File: src/rtl/i2c_bit_drv.sv
// Bit-level I2C master line driver: runs START/STOP/WRITE/READ as four timed phases.
// Optional SCL stretch timeout is compiled in with `define I2C_BIT_DRV_TIMEOUT_EN.
module i2c_bit_drv #(
    parameter int unsigned DIV_W  = 16,
    parameter int unsigned TO_CYC = 100000
) (
    input  logic             clk,
    input  logic             rst,
    input  logic [DIV_W-1:0] div,
    input  logic             cmd_vld,
    output logic             cmd_rdy,
    input  logic [1:0]       cmd,
    input  logic             cmd_bit,
    output logic             rsp_vld,
    output logic             rsp_bit,
    output logic             arb_lost,
    output logic             timeout,
    input  logic             scl_i,
    input  logic             sda_i,
    output logic             scl_oe,
    output logic             sda_oe
);
    typedef enum logic [2:0] {IDLE, PH_A, PH_B, PH_C, PH_D} state_t;
    typedef enum logic [1:0] {
        OP_START = 2'b00,
        OP_STOP  = 2'b01,
        OP_WRITE = 2'b10,
        OP_READ  = 2'b11
    } op_t;

    state_t           state_q, state_d;
    op_t              op_q, op_d;
    logic             bit_q, bit_d;
    logic [DIV_W-1:0] div_q, div_d;
    logic [DIV_W-1:0] cnt_q, cnt_d;
    logic             scl_oe_q, scl_oe_d;
    logic             sda_oe_q, sda_oe_d;
    logic             fin_q, fin_d;
    logic             fin_arb_q, fin_arb_d;
    logic             fin_to_q, fin_to_d;
    logic             rsp_vld_q, rsp_vld_d;
    logic             rsp_bit_q, rsp_bit_d;
    logic             arb_lost_q, arb_lost_d;
    logic             timeout_q, timeout_d;
    logic             waiting;
    logic             to_hit;

    if (TO_CYC == 0) begin : g_bad_to_cyc
        $error("TO_CYC must be nonzero");
    end

    // {scl_oe, sda_oe} for a given phase of a given opcode
    function automatic logic [1:0] lines(input state_t st, input op_t op, input logic b);
        logic scl, sda;
        scl = 1'b0;
        sda = 1'b0;
        case (op)
            OP_START: begin scl = (st == PH_D); sda = (st == PH_C) || (st == PH_D); end
            OP_STOP:  begin scl = (st == PH_A); sda = (st != PH_D); end
            OP_WRITE: begin scl = (st == PH_A) || (st == PH_D); sda = ~b; end
            default:  begin scl = (st == PH_A) || (st == PH_D); sda = 1'b0; end
        endcase
        return {scl, sda};
    endfunction

    // A released phase holds its counter at the load value until a slave lets SCL rise.
    always_comb begin
        waiting = (state_q != IDLE) && !scl_oe_q && (cnt_q == div_q) && !scl_i;
    end

`ifdef I2C_BIT_DRV_TIMEOUT_EN
    localparam int unsigned TO_W = $clog2(TO_CYC + 1);
    logic [TO_W-1:0] to_cnt_q, to_cnt_d;

    always_comb begin
        to_cnt_d = '0;
        to_hit   = 1'b0;
        if (waiting) begin
            if (to_cnt_q == TO_W'(TO_CYC - 1)) to_hit = 1'b1;
            else                               to_cnt_d = to_cnt_q + TO_W'(1);
        end
    end

    always_ff @(posedge clk) begin
        if (rst) to_cnt_q <= '0;
        else     to_cnt_q <= to_cnt_d;
    end
`else
    always_comb begin
        to_hit = 1'b0;
    end
`endif

    always_comb begin
        state_d    = state_q;
        op_d       = op_q;
        bit_d      = bit_q;
        div_d      = div_q;
        cnt_d      = cnt_q;
        scl_oe_d   = scl_oe_q;
        sda_oe_d   = sda_oe_q;
        fin_d      = 1'b0;
        fin_arb_d  = 1'b0;
        fin_to_d   = 1'b0;
        rsp_vld_d  = fin_q;
        arb_lost_d = fin_arb_q;
        timeout_d  = fin_to_q;
        rsp_bit_d  = rsp_bit_q;

        if (cmd_vld && cmd_rdy) begin
            op_d    = op_t'(cmd);
            bit_d   = cmd_bit;
            div_d   = div;
            cnt_d   = div;
            state_d = PH_A;
        end else if (to_hit) begin
            state_d  = IDLE;
            scl_oe_d = 1'b0;
            sda_oe_d = 1'b0;
            fin_d    = 1'b1;
            fin_to_d = 1'b1;
        end else if (state_q != IDLE && !waiting) begin
            if (cnt_q != '0) begin
                cnt_d = cnt_q - DIV_W'(1);
            end else begin
                cnt_d = div_q;
                case (state_q)
                    PH_A: state_d = PH_B;
                    PH_B: state_d = PH_C;
                    PH_C: begin
                        rsp_bit_d = sda_i;
                        if (op_q == OP_WRITE && bit_q && !sda_i) begin
                            state_d   = IDLE;
                            scl_oe_d  = 1'b0;
                            sda_oe_d  = 1'b0;
                            fin_d     = 1'b1;
                            fin_arb_d = 1'b1;
                        end else begin
                            state_d = PH_D;
                        end
                    end
                    PH_D: begin
                        state_d = IDLE;
                        fin_d   = 1'b1;
                    end
                    default: state_d = IDLE;
                endcase
            end
        end

        // Lines change together with the phase; IDLE keeps whatever was last driven.
        if (state_d != IDLE) {scl_oe_d, sda_oe_d} = lines(state_d, op_d, bit_d);
    end

    always_ff @(posedge clk) begin
        if (rst) begin
            state_q    <= IDLE;
            op_q       <= OP_START;
            bit_q      <= 1'b0;
            div_q      <= '0;
            cnt_q      <= '0;
            scl_oe_q   <= 1'b0;
            sda_oe_q   <= 1'b0;
            fin_q      <= 1'b0;
            fin_arb_q  <= 1'b0;
            fin_to_q   <= 1'b0;
            rsp_vld_q  <= 1'b0;
            rsp_bit_q  <= 1'b0;
            arb_lost_q <= 1'b0;
            timeout_q  <= 1'b0;
        end else begin
            state_q    <= state_d;
            op_q       <= op_d;
            bit_q      <= bit_d;
            div_q      <= div_d;
            cnt_q      <= cnt_d;
            scl_oe_q   <= scl_oe_d;
            sda_oe_q   <= sda_oe_d;
            fin_q      <= fin_d;
            fin_arb_q  <= fin_arb_d;
            fin_to_q   <= fin_to_d;
            rsp_vld_q  <= rsp_vld_d;
            rsp_bit_q  <= rsp_bit_d;
            arb_lost_q <= arb_lost_d;
            timeout_q  <= timeout_d;
        end
    end

    // The cycle after a command finishes is spent staging the response pulse.
    assign cmd_rdy  = (state_q == IDLE) && !fin_q;
    assign rsp_vld  = rsp_vld_q;
    assign rsp_bit  = rsp_bit_q;
    assign arb_lost = arb_lost_q;
    assign timeout  = timeout_q;
    assign scl_oe   = scl_oe_q;
    assign sda_oe   = sda_oe_q;

endmodule

File: config.mk
export PLATFORM = sky130hd
export DESIGN_NAME = i2c_bit_drv
export DESIGN_NICKNAME = d
export VERILOG_FILES = /design/src/rtl/i2c_bit_drv.sv
export SDC_FILE = /design/constraint.sdc
export NUM_CORES = 1
export LEC_CHECK = 0
export CAP_MARGIN = 20
export CORE_UTILIZATION = 45
export DETAILED_ROUTE_END_ITERATION = 16
export PLACE_DENSITY = 0.66
export SETUP_SLACK_MARGIN = 0.15
export SLEW_MARGIN = 5
export SYNTH_ARGS = -nofsm -noshare
export SYNTH_HDL_FRONTEND = slang
export SYNTH_SLANG_ARGS = --single-unit
File: constraint.sdc
create_clock -name clk -period 3.7 [get_ports clk]
set_input_delay 0.74 -clock clk [delete_from_list [all_inputs] [get_ports clk]]
set_output_delay 0.74 -clock clk [all_outputs]
set_load 0.02 [all_outputs]
==> results of run 1 <==
==> placed cells by master, fill, tap and decap left out, types with 3 or more instances in the layout <==
cell,netlist,routed
o21ai_0,9,9
nor2_1,36,36
o31ai_1,3,3
o22ai_1,3,3
xnor2_1,4,4
dfxtp_1,45,45
nor3_1,12,12
clkbuf_8,3,5
o211ai_1,3,3
nand3_1,4,4
a21oi_1,37,37
xor2_1,14,14
buf_4,1,6
and3_1,5,5
mux2i_1,4,4
inv_1,7,7
a211oi_1,6,6
clkdlybuf4s50_1,0,29
nor4_1,7,7
a31oi_1,5,5
nand2_1,52,52
==> cell families (layout without fill, tap and decap cells) <==
group / count (synthesis) / after routing / synth area share [%]
and+or+nand+nor: 146 / 146 / 29.28
muxes: 5 / 5 / 1.955
AOI/OAI and AO/OA: 86 / 86 / 20.60
DFF: 45 / 45 / 34.33
buffers and inverters: 28 / 50 / 6.581
xor gates and xnor gates: 19 / 19 / 6.629
other: 1 / 1 / 0.1429
adders and majority gates: 1 / 1 / 0.4768
==> critical path, cell delays in order, from the launching register on <==
cell and delay (ns):
dfxtp_1 0.41, or3_1 0.51, nor2_1 0.13, clkdlybuf4s50_1 0.61
==> layer usage <==
metal | vias up | global-route usage (%)
met5 | - | 0
met4 | 0 | 6.111
met3 | 8 | 4.651
met2 | 72 | 32.63
met1 | 1125 | 31.78
li1 | 1219 | -
==> registers in the layout, summed over array words and instances, names as in the netlist <==
| signal | cells |
|---|---|
| op_q | 2 |
| arb_lost | 1 |
| div_q | 16 |
| state_q | 3 |
| scl_oe | 1 |
| cnt_q | 16 |
| rsp_vld | 1 |
| fin_q | 1 |
| bit_q | 1 |
| rsp_bit | 1 |
| arb_lost_d | 1 |
| sda_oe | 1 |
==> final cells by class <==
class / count / area [sq um] / share of cell area, %
flip-flops and latches: 45 / 900.9 / 30.18
inverters: 7 / 26.28 / 0.8801
repair buffers: 35 / 335.3 / 11.23
clock inverters: 2 / 10.01 / 0.3353
clock buffers: 6 / 72.57 / 2.431
well taps: 72 / 90.09 / 3.018
multi-input cells: 258 / 1550 / 51.93
==> per-stage QoR <==
stage | utilization, % | setup slack [ns] | power, uW
6_report | 53.56 | 1.007 | 1272
5_1_grt | 53.56 | 0.9013 | 1350
4_1_cts | 53.56 | 0.9954 | 1278
3_5_place_dp | 52.08 | 0.9698 | 981.9
3_3_place_gp | 52.08 | 0.9934 | 978.7
2_1_floorplan | - | 1.504 | 882.7
==> how the worst min path moves through the flow <==
stage / start / to / slack (ns) / depth (start not counted)
2_1_floorplan: arb_lost_d / arb_lost / 0.41 / 1
3_3_place_gp: arb_lost_d / arb_lost / 0.42 / 1
3_5_place_dp: arb_lost_d / arb_lost / 0.42 / 1
4_1_cts: arb_lost_d / arb_lost / 0.44 / 1
5_1_grt: arb_lost_d / arb_lost / 0.45 / 1
6_report: arb_lost_d / arb_lost / 0.44 / 1
==> where the power goes <==
group / internal, uW / switching [uW] / leakage [uW] / total [uW]
logic: 172 / 218 / 0.000712 / 390
clock network: 131 / 166 / 0.0000450 / 297
registers: 524 / 61.0 / 0.000369 / 585
==> impl_metrics.toml, run 1 <==
[sta]
slew_headroom_pct = 47.36
hold_slack_ns = 0.4371
fmax_mhz = 371.4
period_share_pct = 72.78
finalSetupViolations = 0
fin_crit_ns = 2.693
tightest_slew_ns = 0.7896
slew_viol_final = 0
setup_tns_ns = 0
rsz0062_at_grt = "false"
fin_skew_ns = 0.01014
finalHoldViolations = 0

[synthesis]
yosys.cell_count.top_type = "nand2_1"
synth_area_leader_cell = "dfxtp_1"
ys_warn_count = 0
synth_fp_nets = 356
async_flop_share_pct = 0
synth.top_cell.area_share_pct = 34.33
yosys-top-cells-count = "nand2_1, dfxtp_1, a21oi_1"
synth_edf_count = 0
ys.flop_type = "dfxtp_1"
ys_ff_latch = 45
postSynthCellCount = 331
synth_cell_types = 65
ys_seq_area_share_pct = 34.33
avgSynthCellArea_sq_um = 7.927
syn_area_sq_um = 2624
synthTopCellsByArea = "dfxtp_1, nand2_1, a21oi_1"

[clocking]
clk_pin_slew_worst_paths_ns = 0.08
clock_path_buffers = 2
cts_tree = "yes"
post-cts-setup-buffers = 0
cts_made_buffers = 5
insertion_delay_ns = 0.30
htreeDepth = 2
cts-root-buf = "clkbuf_8"
hold_buffers = 0
cts_sinks = 45
cts_resized = 0

[power_and_ir_drop]
leakage_uw = 0.001126
pwr_density_cell_nw_per_um2 = 426.0
ir_drop_v = 0.0002350

[detailed_routing]
via_per_inst = 5.704
wl_met3_um = 433
vias = 2424
wire_per_inst_um = 14.79
drt_iter0_markers = 156
drc = 0
wl_met2_mm = 2.712
drt_first_pass_iters = 4
detail-route-antenna-nets = 0
routed_wl_mm = 6.285
drt-met1-wl_mm = 3.069
topRoutingLayerUsed = "met4"

[cells_and_area]
final_nets = 377
final_area_sq_um = 2985
fill_cells = 568
finalNonFillerCells = 425
diodes = 0
area_delta_synth_final_pct = 13.78
drive_gt1_share_pct = 9.065

[grt]
grt_max_degree = 36
first_global_vias = 2096
grt_usage_pct = 21.96
antenna_found_initial = 0
grt_overflow = 0
grt_pass1_wl_mm = 10.40

[floorplan]
die_h_um = 78.36
num_io_pins = 31
initial_core_util_pct = 47.07
die_w_um = 78.36
dieArea_sq_um = 6140
row_count = 27
core_area_sq_um = 5574

[placement]
globalplace.congestion = 0.8714
placed_area_sq_um = 2903
hpwl_mm = 4.457
numPortBuffers = 29
placed_cells = 417

[worst_setup_path]
r2r_cells = 7
crit_required_ns = 2.96
r2r-start = "cnt_q[7]"
crit_path_end = "cmd_rdy"
worstPathArrival_ns = 1.95
ff2ff_setup_slack_ns = 1.27
r2r_end = "cnt_q[9]"
worstSetupPathType = "reg -> out"
critPathMaxFanout = 10
crit_path_start_kind = "register"
crit_path_start = "state_q[0]"
cp-end-kind = "output pin"

[job]
cap_viol_max_count = 0

[worst_hold_path]
hold_class = "reg -> reg"

[outcome]
status = "finished, final reports clean"
No activity file was read; power rests on OpenSTA's default activity.
==> run 2, diff against run 1 <==
==> constraint.sdc (replaced) <==
create_clock -name clk -period 2.58 [get_ports clk]
set_input_delay 0.516 -clock clk [delete_from_list [all_inputs] [get_ports clk]]
set_output_delay 0.516 -clock clk [all_outputs]
set_load 0.02 [all_outputs]
==> run 2 against run 1 <==
Net effect:
- clock power is 62% higher
- routed wire length up 2.4%
- count of clock-buffer cells in the layout up 1
- critical path depth up 4
- setup slack got worse by 0.78 ns
- critical path type is now reg -> reg
- register-to-register slack got worse by 1.0 ns
- via count down 0.12%
- total power up 51%
==> impl_metrics.toml, run 2 (synthesis gave the netlist of run 1 again) <==
[cells_and_area]
most-common-layout-cells = "nand2_1, dfxtp_1, a21oi_1"
fill_cells = 553
drive_gt1_share_pct = 12.60
top_regs = "cnt_q (16), div_q (16), state_q (3)"
final_common_cell = "nand2_1"
final_nets = 389
diodes = 0
area_delta_synth_final_pct = 18.12
final_core_util_pct = 55.60
finalNonFillerCells = 437

[worst_setup_path]
cp.depth = 7
critPathSlowestCell = "or4_4"
crit_required_ns = 2.83
path_buf_inv = 0
critPathMaxFanout = 4
r2r-start = "cnt_q[8]"
worstPathArrival_ns = 2.60
worstSetupPathType = "reg -> reg"
crit_path_start_kind = "register"
r2r_cells = 7
worstPathCellList = "xnor2_1 > nand4_1 > or4_4 > o2111a_2 > a221o_1 > a21oi_2 > a22o_1"
crit_family = "compound AO/OA/AOI/OAI gates"
crit_path_end = "sda_oe"
cp-end-kind = "register"
crit_path_start = "cnt_q[8]"
ff2ff_setup_slack_ns = 0.23
slowest_delay_ns = 0.47
r2r_end = "sda_oe"

[sta]
fin_skew_ns = 0.006110
period_share_pct = 91.12
setup_tns_ns = 0
slew_viol_final = 0
fmax_mhz = 425.4
finalWorstSetupSlack_ns = 0.2291
fin_crit_ns = 2.351
finalHoldViolations = 0
rsz0062_at_grt = "true"
finalSetupViolations = 0

[floorplan]
initial_core_util_pct = 47.07
die_w_um = 78.36
core_area_sq_um = 5574
row_count = 27
die_h_um = 78.36
dieArea_sq_um = 6140
num_io_pins = 31

[grt]
first_global_vias = 2206
grt_overflow = 0
antenna_found_initial = 0
grt_usage_pct = 22.59
grt_max_degree = 27
grt_pass1_wl_mm = 10.82

[clocking]
clk_pin_slew_worst_paths_ns = 0.08
insertion_delay_ns = 0.30
cts_sinks = 45
cts_made_buffers = 5
cts-root-buf = "clkbuf_8"
htreeDepth = 2
hold_buffers = 0
clock_path_buffers = 2
cts_tree = "yes"

[detailed_routing]
drt_first_pass_iters = 4
routed_wl_mm = 6.434
via_per_inst = 5.540
wire_per_inst_um = 14.72
drt_iter0_markers = 105
drc = 0
detail-route-antenna-nets = 0
vias = 2421

[power_and_ir_drop]
ir_drop_v = 0.0003127
report.power.total_uw = 1923
leakage_uw = 0.001197
pwr_density_cell_nw_per_um2 = 620.5

[placement]
globalplace.congestion = 0.8722
hpwl_mm = 4.664
placed_cells = 428
place_worst_setup_slack_ns = 0.09960
numPortBuffers = 29

[job]
cap_viol_max_count = 0

[worst_hold_path]
hold_class = "reg -> reg"
whs_path_depth = 1

[outcome]
status = "finished, final reports clean"
==> run 2: changes by cell type in the layout (fill, tap and decap cells not counted), sizes merged <==
cell | previous run | this run
dlygate4sd2 | 0 | 1
clkbuf | 6 | 7
clkdlybuf4s50 | 29 | 28
clkinv | 2 | 1
buf | 6 | 18
==> run 2: metrics by stage <==
stage          area (sq um)  hold WS, ns
2_1_floorplan          2624       0.4138
3_3_place_gp           2985       0.4179
3_5_place_dp           2985       0.4324
4_1_cts                3085       0.4510
5_1_grt                3099       0.4660
6_report               3099       0.4488
==> run 2: per-layer routing <==
metal / wire, um / global-route usage, % / part of all wire, % / vias up
li1: - / - / - / 1238
met1: 3300 / 32.50 / 51 / 1122
met2: 2812 / 34.21 / 44 / 53
met3: 240 / 3.605 / 3.7 / 8
met4: 80 / 7.222 / 1.2 / 0
met5: 0 / 0 / 0 / -
==> run 2: how the worst min path moves through the flow <==
| stage | startpoint | endpoint | slack [ns] |
|---|---|---|---|
| after global placement | arb_lost_d | arb_lost | 0.42 |
| after detailed placement | arb_lost_d | arb_lost | 0.43 |
| after CTS | arb_lost_d | arb_lost | 0.45 |
| final | arb_lost_d | arb_lost | 0.45 |
| after global routing | arb_lost_d | arb_lost | 0.47 |
| after floorplan | arb_lost_d | arb_lost | 0.41 |
==> run 2: report_power, final <==
group          leakage, uW  total, uW  switching (uW)  internal [uW]
Sequential        0.000369        834            83.4            751
Clock            0.0000542        482             239            242
Combinational     0.000773        607             328            279
==> run 2: cell type report <==
type / instances / area, sq um / area share (%)
clock inverters: 1 / 5.005 / 0.1615
multi-input cells: 258 / 1556 / 50.22
flip-flops and latches: 45 / 900.9 / 29.07
clock buffers: 7 / 96.34 / 3.109
repair buffers: 47 / 424.2 / 13.69
well taps: 72 / 90.09 / 2.907
inverters: 7 / 26.28 / 0.8478
==> run 2: what timing repair did <==
action | CTS | global route
hold endpoints to repair | 0 | 0
endpoints found under the setup margin | 1 | 2
setup buffers | 0 | 1
gates resized for setup | 1 | 1
